<file path="config.mk">
export PLATFORM = sky130hd
export DESIGN_NAME = branch_predictor
export DESIGN_NICKNAME = d
export VERILOG_FILES = /design/src/rtl/branch_predictor_pkg.sv /design/src/rtl/branch_predictor_btb_array.sv /design/src/rtl/branch_predictor.sv
export SDC_FILE = /design/constraint.sdc
export NUM_CORES = 2
export LEC_CHECK = 0
export BUFFER_PORTS_ARGS = -buffer_cell sky130_fd_sc_hd__buf_4
export CAP_MARGIN = 0
export CORE_ASPECT_RATIO = 1.2
export CORE_UTILIZATION = 55
export CTS_CLUSTER_SIZE = 30
export DETAILED_ROUTE_END_ITERATION = 12
export GPL_ROUTABILITY_DRIVEN = 0
export PLACE_DENSITY_LB_ADDON = 0.15
export SYNTH_ARGS = -nofsm -noshare
export SYNTH_HDL_FRONTEND = slang
export SYNTH_HIERARCHICAL = 1
export SYNTH_SLANG_ARGS = --single-unit
</file>
<file path="constraint.sdc">
create_clock -name clk -period 3.85 [get_ports clk]
set_clock_uncertainty 0.1 [all_clocks]
set_input_delay 0.385 -clock clk [delete_from_list [all_inputs] [get_ports clk]]
set_output_delay 0.385 -clock clk [all_outputs]
set_load 0.05 [all_outputs]
</file>
<file path="src/rtl/branch_predictor_pkg.sv">
// Shared encodings for the IF-stage branch predictor: 2-bit counter states,
// the unresolved-NPC marker and saturating counter helpers.
package branch_predictor_pkg;

    typedef enum logic [1:0] {
        BP_SNT = 2'b00,
        BP_WNT = 2'b01,
        BP_WT  = 2'b10,
        BP_ST  = 2'b11
    } bp_ctr_e;

    localparam logic [31:0] NPC_UNRESOLVED = 32'hFFFF_FFFF;

    function automatic bp_ctr_e ctr_inc(input bp_ctr_e c);
        bp_ctr_e n;
        n = BP_ST;
        case (c)
            BP_SNT:  n = BP_WNT;
            BP_WNT:  n = BP_WT;
            default: n = BP_ST;
        endcase
        return n;
    endfunction

    function automatic bp_ctr_e ctr_dec(input bp_ctr_e c);
        bp_ctr_e n;
        n = BP_SNT;
        case (c)
            BP_ST:   n = BP_WT;
            BP_WT:   n = BP_WNT;
            default: n = BP_SNT;
        endcase
        return n;
    endfunction

endpackage

</file>
<file path="src/rtl/branch_predictor_btb_array.sv">
// Direct-mapped BTB storage: asynchronous read for the IF lookup, an update-side
// read of valid/tag/ctr for the ID resolve, and one synchronous write port.
module btb_array
    import branch_predictor_pkg::*;
#(
    parameter int IDX_W = 6,
    parameter int TAG_W = 8
) (
    input  logic             clk,
    input  logic             rstn,
    input  logic [IDX_W-1:0] rd_idx,
    output logic             rd_valid,
    output logic [TAG_W-1:0] rd_tag,
    output bp_ctr_e          rd_ctr,
    output logic [31:0]      rd_target,
    input  logic [IDX_W-1:0] upd_idx,
    output logic             upd_valid,
    output logic [TAG_W-1:0] upd_tag,
    output bp_ctr_e          upd_ctr,
    input  logic             wr_en,
    input  logic             wr_tgt_en,
    input  logic [TAG_W-1:0] wr_tag,
    input  bp_ctr_e          wr_ctr,
    input  logic [31:0]      wr_target
);

    localparam int DEPTH = 1 << IDX_W;

    logic             valid_q  [DEPTH];
    logic [TAG_W-1:0] tag_q    [DEPTH];
    bp_ctr_e          ctr_q    [DEPTH];
    logic [31:0]      target_q [DEPTH];

    assign rd_valid  = valid_q[rd_idx];
    assign rd_tag    = tag_q[rd_idx];
    assign rd_ctr    = ctr_q[rd_idx];
    assign rd_target = target_q[rd_idx];

    assign upd_valid = valid_q[upd_idx];
    assign upd_tag   = tag_q[upd_idx];
    assign upd_ctr   = ctr_q[upd_idx];

    // Every write leaves the entry valid; the target is kept on not-taken updates.
    always_ff @(posedge clk or negedge rstn) begin
        if (!rstn) begin
            for (int i = 0; i < DEPTH; i++) begin
                valid_q[i]  <= 1'b0;
                tag_q[i]    <= '0;
                ctr_q[i]    <= BP_WNT;
                target_q[i] <= '0;
            end
        end else if (wr_en) begin
            valid_q[upd_idx] <= 1'b1;
            tag_q[upd_idx]   <= wr_tag;
            ctr_q[upd_idx]   <= wr_ctr;
            if (wr_tgt_en) begin
                target_q[upd_idx] <= wr_target;
            end
        end
    end

endmodule

</file>
<file path="src/rtl/branch_predictor.sv">
// IF-stage dynamic branch predictor: BTB lookup, 2-bit counter training from
// branches resolved in ID, the IF/ID prediction register and branch statistics.
module branch_predictor
    import branch_predictor_pkg::*;
#(
    parameter int IDX_W = 6,
    parameter int TAG_W = 8
) (
    input  logic        clk,
    input  logic        rstn,
    input  logic [31:0] IFPC,
    output logic [31:0] NPC_Predict,
    output logic        PredTaken,
    input  logic        IFIDWr,
    input  logic        IFIDRst,
    output logic [31:0] IFIDNPC_Predict,
    input  logic [31:0] IFIDPC,
    input  logic        BrValid,
    input  logic [31:0] IFIDNPC,
    output logic [31:0] BrCnt,
    output logic [31:0] MissCnt
);

    logic [IDX_W-1:0] lk_idx;
    logic [TAG_W-1:0] lk_tag;
    logic             lk_valid;
    logic [TAG_W-1:0] lk_stored_tag;
    bp_ctr_e          lk_ctr;
    logic [31:0]      lk_target;
    logic             lk_hit;

    logic [IDX_W-1:0] up_idx;
    logic [TAG_W-1:0] up_tag;
    logic             up_valid;
    logic [TAG_W-1:0] up_stored_tag;
    bp_ctr_e          up_ctr;
    logic             up_hit;
    logic             upd_en;
    logic             br_taken;

    logic             wr_en;
    bp_ctr_e          wr_ctr;

    assign lk_idx = IFPC[IDX_W+1:2];
    assign lk_tag = IFPC[IDX_W+TAG_W+1:IDX_W+2];
    assign up_idx = IFIDPC[IDX_W+1:2];
    assign up_tag = IFIDPC[IDX_W+TAG_W+1:IDX_W+2];

    btb_array #(
        .IDX_W(IDX_W),
        .TAG_W(TAG_W)
    ) u_btb (
        .clk       (clk),
        .rstn      (rstn),
        .rd_idx    (lk_idx),
        .rd_valid  (lk_valid),
        .rd_tag    (lk_stored_tag),
        .rd_ctr    (lk_ctr),
        .rd_target (lk_target),
        .upd_idx   (up_idx),
        .upd_valid (up_valid),
        .upd_tag   (up_stored_tag),
        .upd_ctr   (up_ctr),
        .wr_en     (wr_en),
        .wr_tgt_en (br_taken),
        .wr_tag    (up_tag),
        .wr_ctr    (wr_ctr),
        .wr_target (IFIDNPC)
    );

    assign lk_hit      = lk_valid && (lk_stored_tag == lk_tag);
    assign PredTaken   = lk_hit && ((lk_ctr == BP_WT) || (lk_ctr == BP_ST));
    assign NPC_Predict = PredTaken ? lk_target : (IFPC + 32'd4);

    assign up_hit   = up_valid && (up_stored_tag == up_tag);
    assign upd_en   = BrValid && (IFIDNPC != NPC_UNRESOLVED);
    assign br_taken = (IFIDNPC != (IFIDPC + 32'd4));

    // A miss is only allocated when taken; not-taken misses leave the table alone.
    always_comb begin
        wr_en  = 1'b0;
        wr_ctr = BP_WT;
        if (upd_en) begin
            if (up_hit) begin
                wr_en  = 1'b1;
                wr_ctr = br_taken ? ctr_inc(up_ctr) : ctr_dec(up_ctr);
            end else if (br_taken) begin
                wr_en  = 1'b1;
                wr_ctr = BP_WT;
            end
        end
    end

    always_ff @(posedge clk or negedge rstn) begin
        if (!rstn) begin
            IFIDNPC_Predict <= '0;
        end else if (IFIDRst) begin
            IFIDNPC_Predict <= '0;
        end else if (IFIDWr) begin
            IFIDNPC_Predict <= NPC_Predict;
        end
    end

    always_ff @(posedge clk or negedge rstn) begin
        if (!rstn) begin
            BrCnt   <= '0;
            MissCnt <= '0;
        end else if (upd_en) begin
            BrCnt <= BrCnt + 32'd1;
            if (IFIDNPC_Predict != IFIDNPC) begin
                MissCnt <= MissCnt + 32'd1;
            end
        end
    end

endmodule

</file>
# Yosys cells after proc, flatten, opt, wreduce, memory -nomap -nowiden
# Index checks and enable logic that the tools add are counted.
[word_totals]
ff_bits = 2848
inputBits = 101
out_inout_bits = 129
[op_classes]
n_addsub = 4
magnitude_cmp = 3
eq_ne = 10
mux = 43
n_bitwise = 3
n_reduce_logical = 10
[op_table]
columns = ["op", "count"]
rows = [
  ["$bwmux W2048", 1],
  ["$bwmux W512", 1],
  ["$bmux W32 S6", 1],
  ["$demux W32 S6", 1],
  ["$mux W32", 6],
  ["$bwmux W128", 1],
  ["$bmux W8 S6", 2],
  ["$add A32 B1 Y32 const B", 2],
  ["$add A32 B3 Y32 const B", 2],
  ["$ne A32 B32 Y1", 2],
  ["$or A64 B64 Y64", 1],
  ["$demux W8 S6", 1],
  ["$mux W8", 5],
  ["$ne A32 B32 Y1 const B", 1],
  ["$bmux W2 S6", 2],
  ["$eq A8 B8 Y1", 2],
  ["$mux W2", 8],
  ["$ge A7 B7 Y1 const B", 2],
  ["$not A6 Y7", 2],
  ["$bmux W1 S6", 2],
  ["$demux W2 S6", 1],
  ["$eq A2 B2 Y1 const B", 4],
  ["$mux W1", 8],
  ["$pmux W2 S2", 2],
  ["other kinds (8)", 13],
]

# Longest topological paths before layout
[depth]
ltp_word = 10
mapped_depth = 22
ltp_nobuf = 15

# Cells and area by module
# The synthesis kept the hierarchy.
[by_module_without_submodules]
columns = ["module", "n_inst", "cells_per_inst", "area_each_um2", "seq_area_each_um2"]
rows = [
  ["btb_array", 1, 8468, 130607.8, 68946.1],
  ["branch_predictor", 1, 738, 6483.7, 2402.3],
]

# Worst setup path after synthesis
# OpenSTA, ideal clock, no wires.
[synth_timing]
kind = "input to register"
start = "input IFPC[3]"
end = "register IFIDNPC_Predict[27]"
arrival_ps = 4743
required_time_ps = 3627
slack_ps = -1117
cell_stages = 15
path_buffers = 4
cell_sequence = "buf_2 clkbuf_1 clkbuf_1 mux4_2 mux4_2 mux2i_1 a21oi_1 xnor2_1 nand4_1 nor4_1 nand4_1 inv_1 clkbuf_1 o21ai_0 a22o_1"
[synth_via]
elab_chain_len = 10
word_cells_on_any_way = 23
[synth_lines]
columns = ["element", "line_no", "source"]
rows = [
  ["start: declaration", "branch_predictor.sv:11", "input logic [31:0] IFPC,"],
  ["$not A6 Y7 (implied by the code)", "branch_predictor_btb_array.sv:35", "assign rd_tag = tag_q[rd_idx];"],
  ["$bmux W8 S6", "branch_predictor_btb_array.sv:35", ""],
  ["$mux W8 (implied by the code) (2 in series)", "branch_predictor_btb_array.sv:35", ""],
  ["net lk_stored_tag[3]", "branch_predictor.sv:27", "logic [TAG_W-1:0] lk_stored_tag;"],
  ["$eq A8 B8 Y1", "branch_predictor.sv:71", "assign lk_hit = lk_valid && (lk_stored_tag == lk_tag);"],
  ["$logic_and A1 B1 Y1", "branch_predictor.sv:71", ""],
  ["$logic_and A1 B1 Y1", "branch_predictor.sv:72", "assign PredTaken = lk_hit && ((lk_ctr == BP_WT) || (lk_ctr == BP_ST));"],
  ["net PredTaken", "branch_predictor.sv:13", "output logic PredTaken,"],
  ["$mux W32", "branch_predictor.sv:73", "assign NPC_Predict = PredTaken ? lk_target : (IFPC + 32'd4);"],
  ["net NPC_Predict[27]", "branch_predictor.sv:12", "output logic [31:0] NPC_Predict,"],
  ["$mux W32", "branch_predictor.sv:99", "end else if (IFIDWr) begin"],
  ["$mux W32", "branch_predictor.sv:97", "end else if (IFIDRst) begin"],
  ["end signal: assignment", "branch_predictor.sv:100", "IFIDNPC_Predict <= NPC_Predict;"],
  ["end: declaration", "branch_predictor.sv:16", "output logic [31:0] IFIDNPC_Predict,"],
]
# The timed path passes the listed nets, and every way through them passes these cells. The select of a mux whose other input is x is not followed.
# A chain may end at the register's enable or synchronous reset.

# Worst setup path in the final report
[layout_timing]
start = "register u_btb/tag_q[37] (netlist bit)"
end = "output NPC_Predict[15]"
[layout_via]
elab_chain_len = 7
[layout_lines]
columns = ["element", "line_no", "source"]
rows = [
  ["start: declaration", "branch_predictor_btb_array.sv:30", "logic [TAG_W-1:0] tag_q [DEPTH];"],
  ["start signal: indexed assignment", "branch_predictor_btb_array.sv:54", "tag_q[upd_idx] <= wr_tag;"],
  ["$bmux W8 S6", "branch_predictor_btb_array.sv:35", ""],
  ["$mux W8 (implied by the code) (2 in series)", "branch_predictor_btb_array.sv:35", ""],
  ["net lk_stored_tag[5]", "branch_predictor.sv:27", ""],
  ["$eq A8 B8 Y1", "branch_predictor.sv:71", ""],
  ["$logic_and A1 B1 Y1", "branch_predictor.sv:71", ""],
  ["$logic_and A1 B1 Y1", "branch_predictor.sv:72", ""],
  ["$mux W32", "branch_predictor.sv:73", ""],
  ["end: declaration", "branch_predictor.sv:12", ""],
]
# The timed path passes the listed nets, and every way through them passes these cells. The select of a mux whose other input is x is not followed.

==> impl_summary.md <==
Worst setup path
The largest individual stage delay along the critical path comes from the cell sky130_fd_sc_hd__a21oi_1. The most used cell along the critical path is sky130_fd_sc_hd__buf_4. The origin of the critical flop-to-flop path is u_btb/tag_q[159].

For the worst setup path, the data arrival time is approximately 4.7 ns. The category of the worst setup path capture point is an output pin. The worst register-to-register path ends at u_btb/target_q[1077]. The worst setup path is of the reg -> out kind. The worst-case register-to-register setup slack is -0.88 ns.

The critical path's largest stage delay is 0.53 ns. The signal on the critical path passes through buf_4 -> mux4_2 -> mux2i_1 -> buf_4 -> a21oi_1 -> a22oi_1 -> a21oi_1 -> xor2_1 -> nor4_2 -> buf_4 -> nand4_1 -> buf_6 -> buf_12 -> a21oi_4 -> buf_6. The worst setup path is launched from a register.

STA puts the critical path data required time at about 3.4 ns. The largest driver fanout on the critical path is 24. The number of cells on the worst reg-to-reg path is 18.

Global route
The via count of the first global-routing pass was around 94k. The number of antenna violations at the first check in global routing came to 13. The aggregate global-route resource usage is between 30% and 40%. The total grt overflow is 0.

The first global-routing pass estimated between 600000 and 700000 um of wire. The largest net degree at the start of global routing is between 150 and 200.

Floorplan
The die span in x is 457 um. The starting density of the core is roughly 55%. After floorplanning, the core was sized to cover around 250000 um2.

The floorplan has 200 rows. The die covers approximately 250000 um2. 230 I/O pins were placed. In this run the vertical extent of the chip is between 500 and 600 um.

STA
Setup repair after global routing could not meet its margin everywhere. The number of setup violations in the final report is around 2.8k. The final-report hold violation count is 0. The number of slew-limit violations in the final report is 0. After layout, the worst setup slack is -1.37 ns.

Measured against its own limit, the worst slew margin works out to roughly 11%. The smallest clock period supported by the final layout is computed as ~5.2 ns. The period utilization is 136%. Final hold analysis gives a worst-case slack of about 0.04 ns. The upper clock frequency limit is between 0.15 and 0.2 GHz. The slew of the pin with the lowest slew margin is approximately 1.3 ns.

Run status
The checks that failed: negative setup slack. The flow ran to the end, but the final reports show violations.

Drt
The mean number of vias per cell is 6.61. The vias after detailed routing is approximately 90k. After detailed routing, the average wire length per cell comes to 34.0 um. The detail route stage leaves a number of antenna-violating nets equal to 0. For this run, design rule violations remaining after detail routing come to 0. After the first detailed-routing iteration, the DRC count stood at around 9k. The total routed wirelength is approximately 460000 um. The first-pass iteration count of the detailed router is 6.

Placed design
After legalization and detailed placement, the total HPWL measured around 300000 um. The number of port buffers is around 230.

Clocking
Clock-pin slew was measured on the worst setup and hold paths at about 0.060 ns. The TritonCTS clock tree is done. The clock net in this run drives a total of 2848 sinks.

The number of levels in the clock H-tree is 5. The number of buffers on the longest clock path is 4. The later pin in the worst-skew pair is clocked with a latency of 0.90 ns. The total clock buffers created by CTS is 301. The cell sitting at the root of the clock tree is a sky130_fd_sc_hd__clkbuf_16.

Layout
Of the cells placed in the final design, the portion with a size suffix greater than 1 is a little under three fifths. The layout overhead on the synthesized area is 19.9%. The net count of the finished layout is about 10k.

Logic synthesis
The netlist area before placement is 137000 um2. The synthesized area per cell is approximately 15 um2. The yosys synthesis warning count is 6. The net count after synthesis is about 9.3k.

Synthesis produced a netlist whose cell count is roughly 9.2k.

Job
Max-cap violations in this run came to 0.

Hold path
The worst hold path begins at IFIDNPC[5]. The path with the worst hold slack has its endpoint at u_btb/target_q[965]. Along the worst hold path, the cell count comes to 3.

The worst hold path belongs to the class in -> reg.

Power
The power density of the placed cells is between 400 and 500 nW/um2. The maximum VDD drop is 0.000494 V. Summed over all cells, the static leakage comes to between 70 and 80 nW. After layout, the design draws a total of 0.0793 W.
worst max path at each step:
stage / depth (start not counted) / from / to
after detailed placement: 19 / IFIDPC[2] / u_btb/tag_q[392]
after floorplan: 18 / IFIDPC[2] / u_btb/target_q[704]
after CTS: 15 / u_btb/tag_q[331] / NPC_Predict[15]
after global placement: 19 / IFIDPC[2] / u_btb/tag_q[480]
after global routing: 15 / u_btb/tag_q[355] / NPC_Predict[15]
final: 15 / u_btb/tag_q[37] / NPC_Predict[15]
layout by cell type (no fill, tap or decap), drive strengths merged, types with 36 or more instances in the layout:
master,count
dfrtp,2784
mux2,2748
buf,1477
mux4,802
clkbuf,491
nand2,288
mux2i,256
nor2,187
xnor2,124
a21oi,122
nand3,85
a22oi,76
o21ai,69
dfstp,64
a221oi,61
xor2,49
a211oi,47
o22ai,47
nand4,46
and2,43
nand2b,42
or2,37
clkinv,36
layout make-up:
| cell class | instances | area, um2 |
|---|---|---|
| diodes | 12 | 30.0 |
| clock buffers | 467 | 9040 |
| fillers | 17394 | 83400 |
| multi-input cells | 5394 | 63200 |
| inverters | 19 | 85.1 |
| repair buffers | 1526 | 15300 |
| well taps | 3232 | 4040 |
| clock inverters | 66 | 857 |
| flip-flops and latches | 2848 | 71300 |
state kept, by name, summed over array words and instances, names as in the netlist:
register / count
IFIDNPC_Predict: 32
u_btb/valid_q: 64
MissCnt: 32
u_btb/tag_q: 512
BrCnt: 32
u_btb/ctr_q: 128
u_btb/target_q: 2048
stage by stage:
step / area [um2] / worst slack, ns / cells / TNS (ns) / util [%]
after global routing: 164000 / -1.49 / 13555 / -2200.88 / 66.3
after floorplan: 138000 / -0.197 / 9177 / -369.07 / -
after global placement: 151000 / -1.78 / 12911 / -3973.68 / 61.0
after CTS: 162000 / -1.18 / 13500 / -1349.24 / 65.5
final: 164000 / -1.37 / 13564 / -1980.98 / 66.3
after detailed placement: 151000 / -1.73 / 12911 / -3893.66 / 61.0
layer usage:
layer / vias to the layer above / wire length [um] / track usage, %
met1: 48162 / 167000 / 44.1
met2: 4046 / 219000 / 57.6
met3: 1366 / 34200 / 7.05
li1: 36132 / - / -
met4: 6 / 40900 / 27.1
met5: - / 38 / 0
where the power goes:
| part | leakage [nW] | internal (W) | switching (W) |
|---|---|---|---|
| Clock | 4.87 | 0.0174 | 0.0123 |
| Combinational | 34.2 | 0.00719 | 0.00631 |
| Sequential | 37.6 | 0.0339 | 0.00231 |
| Total | 76.6 | 0.0584 | 0.0209 |
what timing repair did:
item | CTS | global route
hold buffers | 24 | 0
buffers inserted | 23 | 26
gates cloned | 11 | 30
pin swaps | 11 | 14
hold endpoints to repair | 754 | 0
setup endpoints to repair | 2817 | 2828
resized for setup | 148 | 228
critical path, delay by kind of cell (launching register included):
family / cells / cell delay [ns]
AOI/OAI and AO/OA: 4 / 1.59
xor gates and xnor gates: 1 / 0.17
buffers and inverters: 6 / 1.07
DFF: 1 / 0.34
muxes: 2 / 0.28
and+or+nand+nor: 2 / 0.39
(Power assumes the default switching activity.)
